--- config.mk ---
export PLATFORM = sky130hd
export DESIGN_NAME = signed_seq_divider
export DESIGN_NICKNAME = d
export VERILOG_FILES = /design/src/rtl/div_pkg.sv /design/src/rtl/div_step.sv /design/src/rtl/signed_seq_divider.sv
export SDC_FILE = /design/constraint.sdc
export NUM_CORES = 1
export LEC_CHECK = 0
export ABC_AREA = 1
export CORE_AREA = 2 2 91 93
export DETAILED_ROUTE_END_ITERATION = 7
export DIE_AREA = 0 0 93 95
export HOLD_SLACK_MARGIN = 0.15
export PLACE_DENSITY = 0.71
export SLEW_MARGIN = 30
export SYNTH_ARGS = -nofsm -noshare
export SYNTH_HDL_FRONTEND = slang
export SYNTH_SLANG_ARGS = --single-unit
--- constraint.sdc ---
create_clock -name clk -period 2.4 [get_ports clk]
set_input_delay 0.36 -clock clk [delete_from_list [all_inputs] [get_ports clk]]
set_output_delay 0.36 -clock clk [all_outputs]
set_load 0.03 [all_outputs]
--- src/rtl/div_pkg.sv ---
// Shared constants, FSM state and result types for the sequential signed divider.
package div_pkg;
  localparam int DW    = 16;
  localparam int VW    = 8;
  localparam int ITERS = 16;
  localparam int CW    = 4;

  localparam logic [VW-1:0] QSAT_POS = 8'h7F;
  localparam logic [VW-1:0] QSAT_NEG = 8'h80;

  typedef enum logic [1:0] {
    IDLE,
    CALC,
    FIX
  } state_t;

  typedef struct packed {
    logic [VW-1:0] quotient;
    logic [VW-1:0] remainder;
    logic          dz;
    logic          ovf;
  } res_t;

  // Two's-complement magnitude; the most negative value maps to its unsigned bit pattern.
  function automatic logic [DW-1:0] abs_dw(input logic [DW-1:0] x);
    return x[DW-1] ? (~x + 1'b1) : x;
  endfunction

  function automatic logic [VW-1:0] abs_vw(input logic [VW-1:0] x);
    return x[VW-1] ? (~x + 1'b1) : x;
  endfunction
endpackage

--- src/rtl/div_step.sv ---
// One combinational restoring-division iteration on magnitudes.
module div_step
  import div_pkg::*;
(
  input  logic [VW:0]   pr,
  input  logic          din,
  input  logic [VW-1:0] dvs,
  output logic [VW:0]   pr_nxt,
  output logic          qbit
);
  logic [VW:0] sh;

  // pr is always below |divisor| <= 128 entering a step, so its top bit can be dropped.
  assign sh     = {pr[VW-1:0], din};
  assign qbit   = (sh >= {1'b0, dvs});
  assign pr_nxt = qbit ? (sh - {1'b0, dvs}) : sh;
endmodule

--- src/rtl/signed_seq_divider.sv ---
// 16/8 signed sequential divider: 16 restoring iterations on magnitudes, then sign fix-up.
module signed_seq_divider
  import div_pkg::*;
(
  input  logic          clk,
  input  logic          rst,
  input  logic          start,
  input  logic [DW-1:0] dividend,
  input  logic [VW-1:0] divisor,
  output logic          busy,
  output logic          done,
  output logic [VW-1:0] quotient,
  output logic [VW-1:0] remainder,
  output logic          dz,
  output logic          ovf
);
  state_t        state, state_nxt;
  logic [CW-1:0] cnt;
  logic [DW-1:0] dvd;
  logic [VW-1:0] dvs;
  logic [VW:0]   pr, pr_nxt;
  logic          qbit;
  logic          sign_q, sign_r;
  logic          done_r;
  res_t          res, fix_res;

  div_step u_step (
    .pr     (pr),
    .din    (dvd[DW-1]),
    .dvs    (dvs),
    .pr_nxt (pr_nxt),
    .qbit   (qbit)
  );

  always_ff @(posedge clk) begin
    if (rst) state <= IDLE;
    else     state <= state_nxt;
  end

  always_comb begin
    state_nxt = state;
    case (state)
      IDLE:    if (start) state_nxt = CALC;
      CALC:    if (cnt == CW'(ITERS-1)) state_nxt = FIX;
      FIX:     state_nxt = IDLE;
      default: state_nxt = IDLE;
    endcase
  end

  // After 16 steps dvd holds the magnitude quotient and pr the magnitude remainder.
  always_comb begin
    fix_res = '0;
    if (dvs == '0) begin
      fix_res.dz = 1'b1;
    end else if ((!sign_q && dvd > DW'(127)) || (sign_q && dvd > DW'(128))) begin
      fix_res.ovf      = 1'b1;
      fix_res.quotient = sign_q ? QSAT_NEG : QSAT_POS;
    end else begin
      fix_res.quotient  = sign_q ? (~dvd[VW-1:0] + 1'b1) : dvd[VW-1:0];
      fix_res.remainder = sign_r ? (~pr[VW-1:0] + 1'b1) : pr[VW-1:0];
    end
  end

  always_ff @(posedge clk) begin
    if (rst) begin
      cnt    <= '0;
      dvd    <= '0;
      dvs    <= '0;
      pr     <= '0;
      sign_q <= 1'b0;
      sign_r <= 1'b0;
      done_r <= 1'b0;
      res    <= '0;
    end else begin
      done_r <= 1'b0;
      case (state)
        IDLE: begin
          cnt <= '0;
          if (start) begin
            sign_q <= dividend[DW-1] ^ divisor[VW-1];
            sign_r <= dividend[DW-1];
            dvd    <= abs_dw(dividend);
            dvs    <= abs_vw(divisor);
            pr     <= '0;
          end
        end
        CALC: begin
          dvd <= {dvd[DW-2:0], qbit};
          pr  <= pr_nxt;
          cnt <= cnt + 1'b1;
        end
        FIX: begin
          res    <= fix_res;
          done_r <= 1'b1;
        end
        default: ;
      endcase
    end
  end

  assign busy      = (state != IDLE);
  assign done      = done_r;
  assign quotient  = res.quotient;
  assign remainder = res.remainder;
  assign dz        = res.dz;
  assign ovf       = res.ovf;
endmodule

# Word-level counts from Yosys, hierarchy flattened
# Index checks and enable logic that the tools add are counted.
# Widths: inputs -> output; s select.
# word_totals
register_bits	59
# op_classes
eq_ne	5
add_sub_neg	6
n_reduce_logical	11
muxes	21
n_lt_le_gt_ge	3
bitwise_logic	5
# ops
operator	count
$mux 8	8
$mux 16	3
$pmux 16 s2	1
$add 8x1->8 const B	3
$not 8->8	3
$add 16x1->16 const B	1
$gt 16x7->1 const B	1
$gt 16x8->1 const B	1
$not 16->16	1
$pmux 8 s2	1
$ge 9x8->1	1
$logic_not 8->1	1
$pmux 4 s2	1
$sub 8x8->8	1
$reduce_and 2->1	3
$add 4x1->4 const B	1
$eq 4x4->1 const B	1
$mux 1	4
$mux 2	2
$ne 2x2->1 const B	2
$pmux 2 s2	1
$reduce_bool 2->1	2
$eq 2x1->1 const B	1
$eq 2x2->1 const B	1
5 further kinds	6

# Logic depth before layout (Yosys ltp)
# logic_depth
ltp_word	5
ltp_mapped	12
mapped_depth_nobuf	12

# Modules after synthesis
# A second synthesis with hierarchy kept.
# hier_totals
cells_unflattened	609
hier_area_um2	3942.5
# by_module_without_submodules
mod	instances	cells_each	area_per_inst_um2	seq_area_each_um2
signed_seq_divider	1	478	3241.9	1201.2
div_step	1	131	700.7	0.0

# Least setup slack after synthesis
# OpenSTA, ideal clock, no wires.
# synth_timing
path_type	register to register
from	reg dvd[15]
to	reg pr[6]
period_less_slack_ns	1.649
required_ns	2.287
path_stages_with_launch	12
path_slack_ns	0.751
path_buffers	0
arrival_time_ns	1.536
cell_sequence	dfxtp_1 -> inv_1 -> ha_1 -> inv_1 -> fa_1 -> nand3_1 -> nand2_1 -> a21oi_1 -> xor2_1 -> nand2_1 -> nand3_1 -> nand2_1
# synth_between
elab_chain_len	3
word_cells_on_any_way	4
classes_between	1 x add/sub; 1 x order compare; 2 x mux
# synth_lines
element	line_no	source
start: declaration	signed_seq_divider.sv:19	logic [DW-1:0] dvd;
start signal: assignment	signed_seq_divider.sv:82	dvd <= abs_dw(dividend);
start signal: assignment	signed_seq_divider.sv:88	dvd <= {dvd[DW-2:0], qbit};
$sub 8x8->8 / $ge 9x8->1 (equally long branches)	div_step.sv:16, div_step.sv:15	
$mux 8 *	div_step.sv:16	assign pr_nxt = qbit ? (sh - {1'b0, dvs}) : sh;
$pmux 8 s2 *	signed_seq_divider.sv:76	case (state)
end signal: assignment	signed_seq_divider.sv:89	pr <= pr_nxt;
end: declaration	signed_seq_divider.sv:21	logic [VW:0] pr, pr_nxt;
# Mark *: on every way between the ends. The rest lies on a longest branch, timed or not.
# A chain may end at the register's enable or synchronous reset.

# Worst setup path in the final report
# layout_timing
from	reg state[1]
to	out busy
# layout_between
elab_chain_len	1
# layout_lines
element	line_no	source
start: declaration	signed_seq_divider.sv:17	state_t state, state_nxt;
start signal: assignment	signed_seq_divider.sv:37	else state <= state_nxt;
$reduce_bool 2->1	signed_seq_divider.sv:101	assign busy = (state != IDLE);
end: declaration	signed_seq_divider.sv:10	output logic busy,
# No other way between the ends.

==> reports/metrics.csv <==
metric,value,unit
first-pass GRT wire length,15.7,mm
Setup WS post-layout,0.316,ns
Routed met3 length,353,µm
status,completed,
area share of fa/ha/maj cells after synthesis,0.0479,
clock root buffer,clkbuf_8,
crit-path max FO,6,
worst clock skew,0.0167,ns
Synth Area in Compound Gates,0.145,
largest net degree at the start of global routing,27,
share of cells above drive strength 1,0.0756,
PD cells,902,mW/mm²
RSZ-0062 raised after global routing,false,
Die Y,95,µm
Clock Path Buffers,2,
via count,3844,
worst slew pin tran,0.466,ns
Power Total,4.17,mW
peak supply drop,0.451,mV
Mapped Area,0.00382,mm²
Setup TNS Final,0,ns
xor and xnor fraction of the mapped netlist area,0.0321,
drt drc,0,
Syn Nets,638,
CORE AREA,0.00793,mm²
PortBufs,46,
Max Freq,480,MHz
hold_ws,0.464,ns
Final Max Slew Viols,0,
CP required,2.04,ns
total track usage,0.218,
TritonCTS Buffers,9,
Max-Cap Viols,0,
endpoints failing hold,0,
main combinational cell family by area after synthesis,simple AND/OR/NAND/NOR gates,
wire length on met1,4.59,mm
vias in the first global route,3534,
Post-synth EDFFs,0,
"worst slack, placed",0.343,ns
met2 wire length,4.21,mm
P_leak,2.04,nW
# IOs,47,
ANT cells,0,
post-route clock period utilization,0.868,
sequential fraction of the synthesis area,0.310,
nets@finish,684,
type of origin of the critical path,flip-flop,
relative slew slack,0.688,
total grt overflow,0,
# setup viols final,0,
# rows,33,
Min-Delay Path Class,flip-flop to flip-flop,
post-synthesis mux area share,0.00295,
flop and latch count out of synthesis,59,
initial DRC count,148,
HPWL after DPL,7.00,mm
Die X,93,µm
"FFs w/ async S/R, synth",0,
Initial Utilization,0.481,
crit path DAT,1.72,ns
vias per cell,5.10,
Worst-Skew Late Latency,0.34,ns
simple-gate share of the synthesized area,0.360,
R2R setup slack,0.42,ns
CTS tree,built,
post-route ant nets,0,
Area Overhead vs Synth,21.2,%
clock sinks,59,
H-tree depth,3,
Yosys warnings,0,
synthesized instance count,597,
critical path endpoint category,output pin,
DRT Wirelength,9.29,mm
post-route minimum period,2.08,ns
post-CTS sizing,0,
DIE AREA,0.00884,mm²
initial antenna violation count,0,
Worst Setup Path Type,flip-flop to output pin,
Post-CTS Setup Inserts,0,
Synth Flop Type,dfxtp_1,
cts hold-fix bufs,0,
top sig layer,met4,
distinct cell type count after synthesis,40,
DRT Pass-1 Iters,4,
RD Place Congestion,0.891,
"Avg Cell Area, Syn",6.39,µm²
clk slew on worst S/H paths,0.07,ns
mean routed wirelength per cell,12.3,µm
==> where the power goes <==
group | total (mW) | internal (mW) | leakage [nW] | switching (mW)
registers | 1.21 | 1.09 | 0.481 | 0.120
clock network | 1.20 | 0.795 | 0.128 | 0.407
logic | 1.76 | 0.638 | 1.43 | 1.13
total | 4.17 | 2.52 | 2.04 | 1.65
==> routing by layer <==
| metal | GRT usage | vias to the layer above |
|---|---|---|
| met2 | 0.373 | 86 |
| met1 | 0.289 | 1721 |
| met5 | 0 | - |
| li1 | - | 2025 |
| met4 | 0.0686 | 0 |
| met3 | 0.0247 | 12 |
==> registers in the layout (all words and copies together), names as in the netlist <==
name	count
dvd	16
dvs	8
pr	8
quotient	8
remainder	8
cnt	4
state	2
done	1
dz	1
ovf	1
sign_q	1
sign_r	1
==> cell usage after synthesis, types with 2 or more instances <==
library cell  number  share of area
nor2_4             2         0.0059
ha_1              13          0.043
o21ai_0           31          0.041
o221ai_1           4         0.0092
nand2_4            2         0.0059
nand4_1            6         0.0098
inv_2              5         0.0049
buf_2              4         0.0052
a21oi_1           48          0.063
xor2_1             9          0.021
buf_4              3         0.0059
a21oi_2            5          0.011
inv_1             72          0.071
nor4_1             2         0.0033
clkbuf_1          10         0.0098
nand2_1          188           0.18
o21ai_1            2         0.0026
o211ai_1           2         0.0039
nor2_1            46          0.045
dfxtp_1           59           0.31
nor3_1             7         0.0092
nand3_2            6          0.016
nand3_1           48          0.063
a31oi_1            2         0.0033
inv_4              2         0.0033
xnor2_1            5          0.011
==> layout by cell type (no fill, tap or decap), drive strengths merged, types with 4 or more instances in the layout <==
master,n
nor2,50
nor3,7
inv,79
xnor2,5
nand3,55
clkdlybuf4s50,46
dfxtp,59
o21ai,33
bufinv,4
clkbuf,11
ha,13
buf,7
o221ai,4
xor2,9
nand2,191
nand4,6
a21oi,53
==> final timing paths <==
kind	from	endpoint	cells after the start
max	state[1]	busy	3
max reg2reg	pr[4]	pr[7]	10
min reg2reg	remainder[2]	remainder[2]	2
min	remainder[2]	remainder[2]	2
==> area by class of cell <==
cell class / instances / area, µm²
timing repair buffer: 53 / 513
fill: 812 / 3300
multi-input combinational: 441 / 2240
clock buffer: 11 / 131
tap: 105 / 131
sequential: 59 / 1180
inverter: 79 / 302
clock inverter: 5 / 125
==> worst max-delay path, cell delays in order (launching register included) <==
cell and delay [ns]:
dfxtp_1 0.50, nor2_1 0.14, inv_1 0.09, clkdlybuf4s50_1 0.67
==> stage by stage <==
stage               cells  instance area, µm²   util
finish                753                4630  0.583
detailed placement    737                4370  0.551
floorplan             597                3820      -
global placement      737                4370  0.551
global route          753                4630  0.583
CTS                   753                4630  0.583
==> cells by family (layout without fill, tap and decap cells) <==
logic type                 count (synthesis)  count (layout)
buffers and inverters                     97             148
DFF                                       59              59
and+or+nand+nor                          313             313
AOI/OAI and AO/OA                         99              99
xor gates and xnor gates                  14              14
adders and majority gates                 14              14
muxes                                      1               1
No activity file was read; power rests on OpenSTA's default activity.
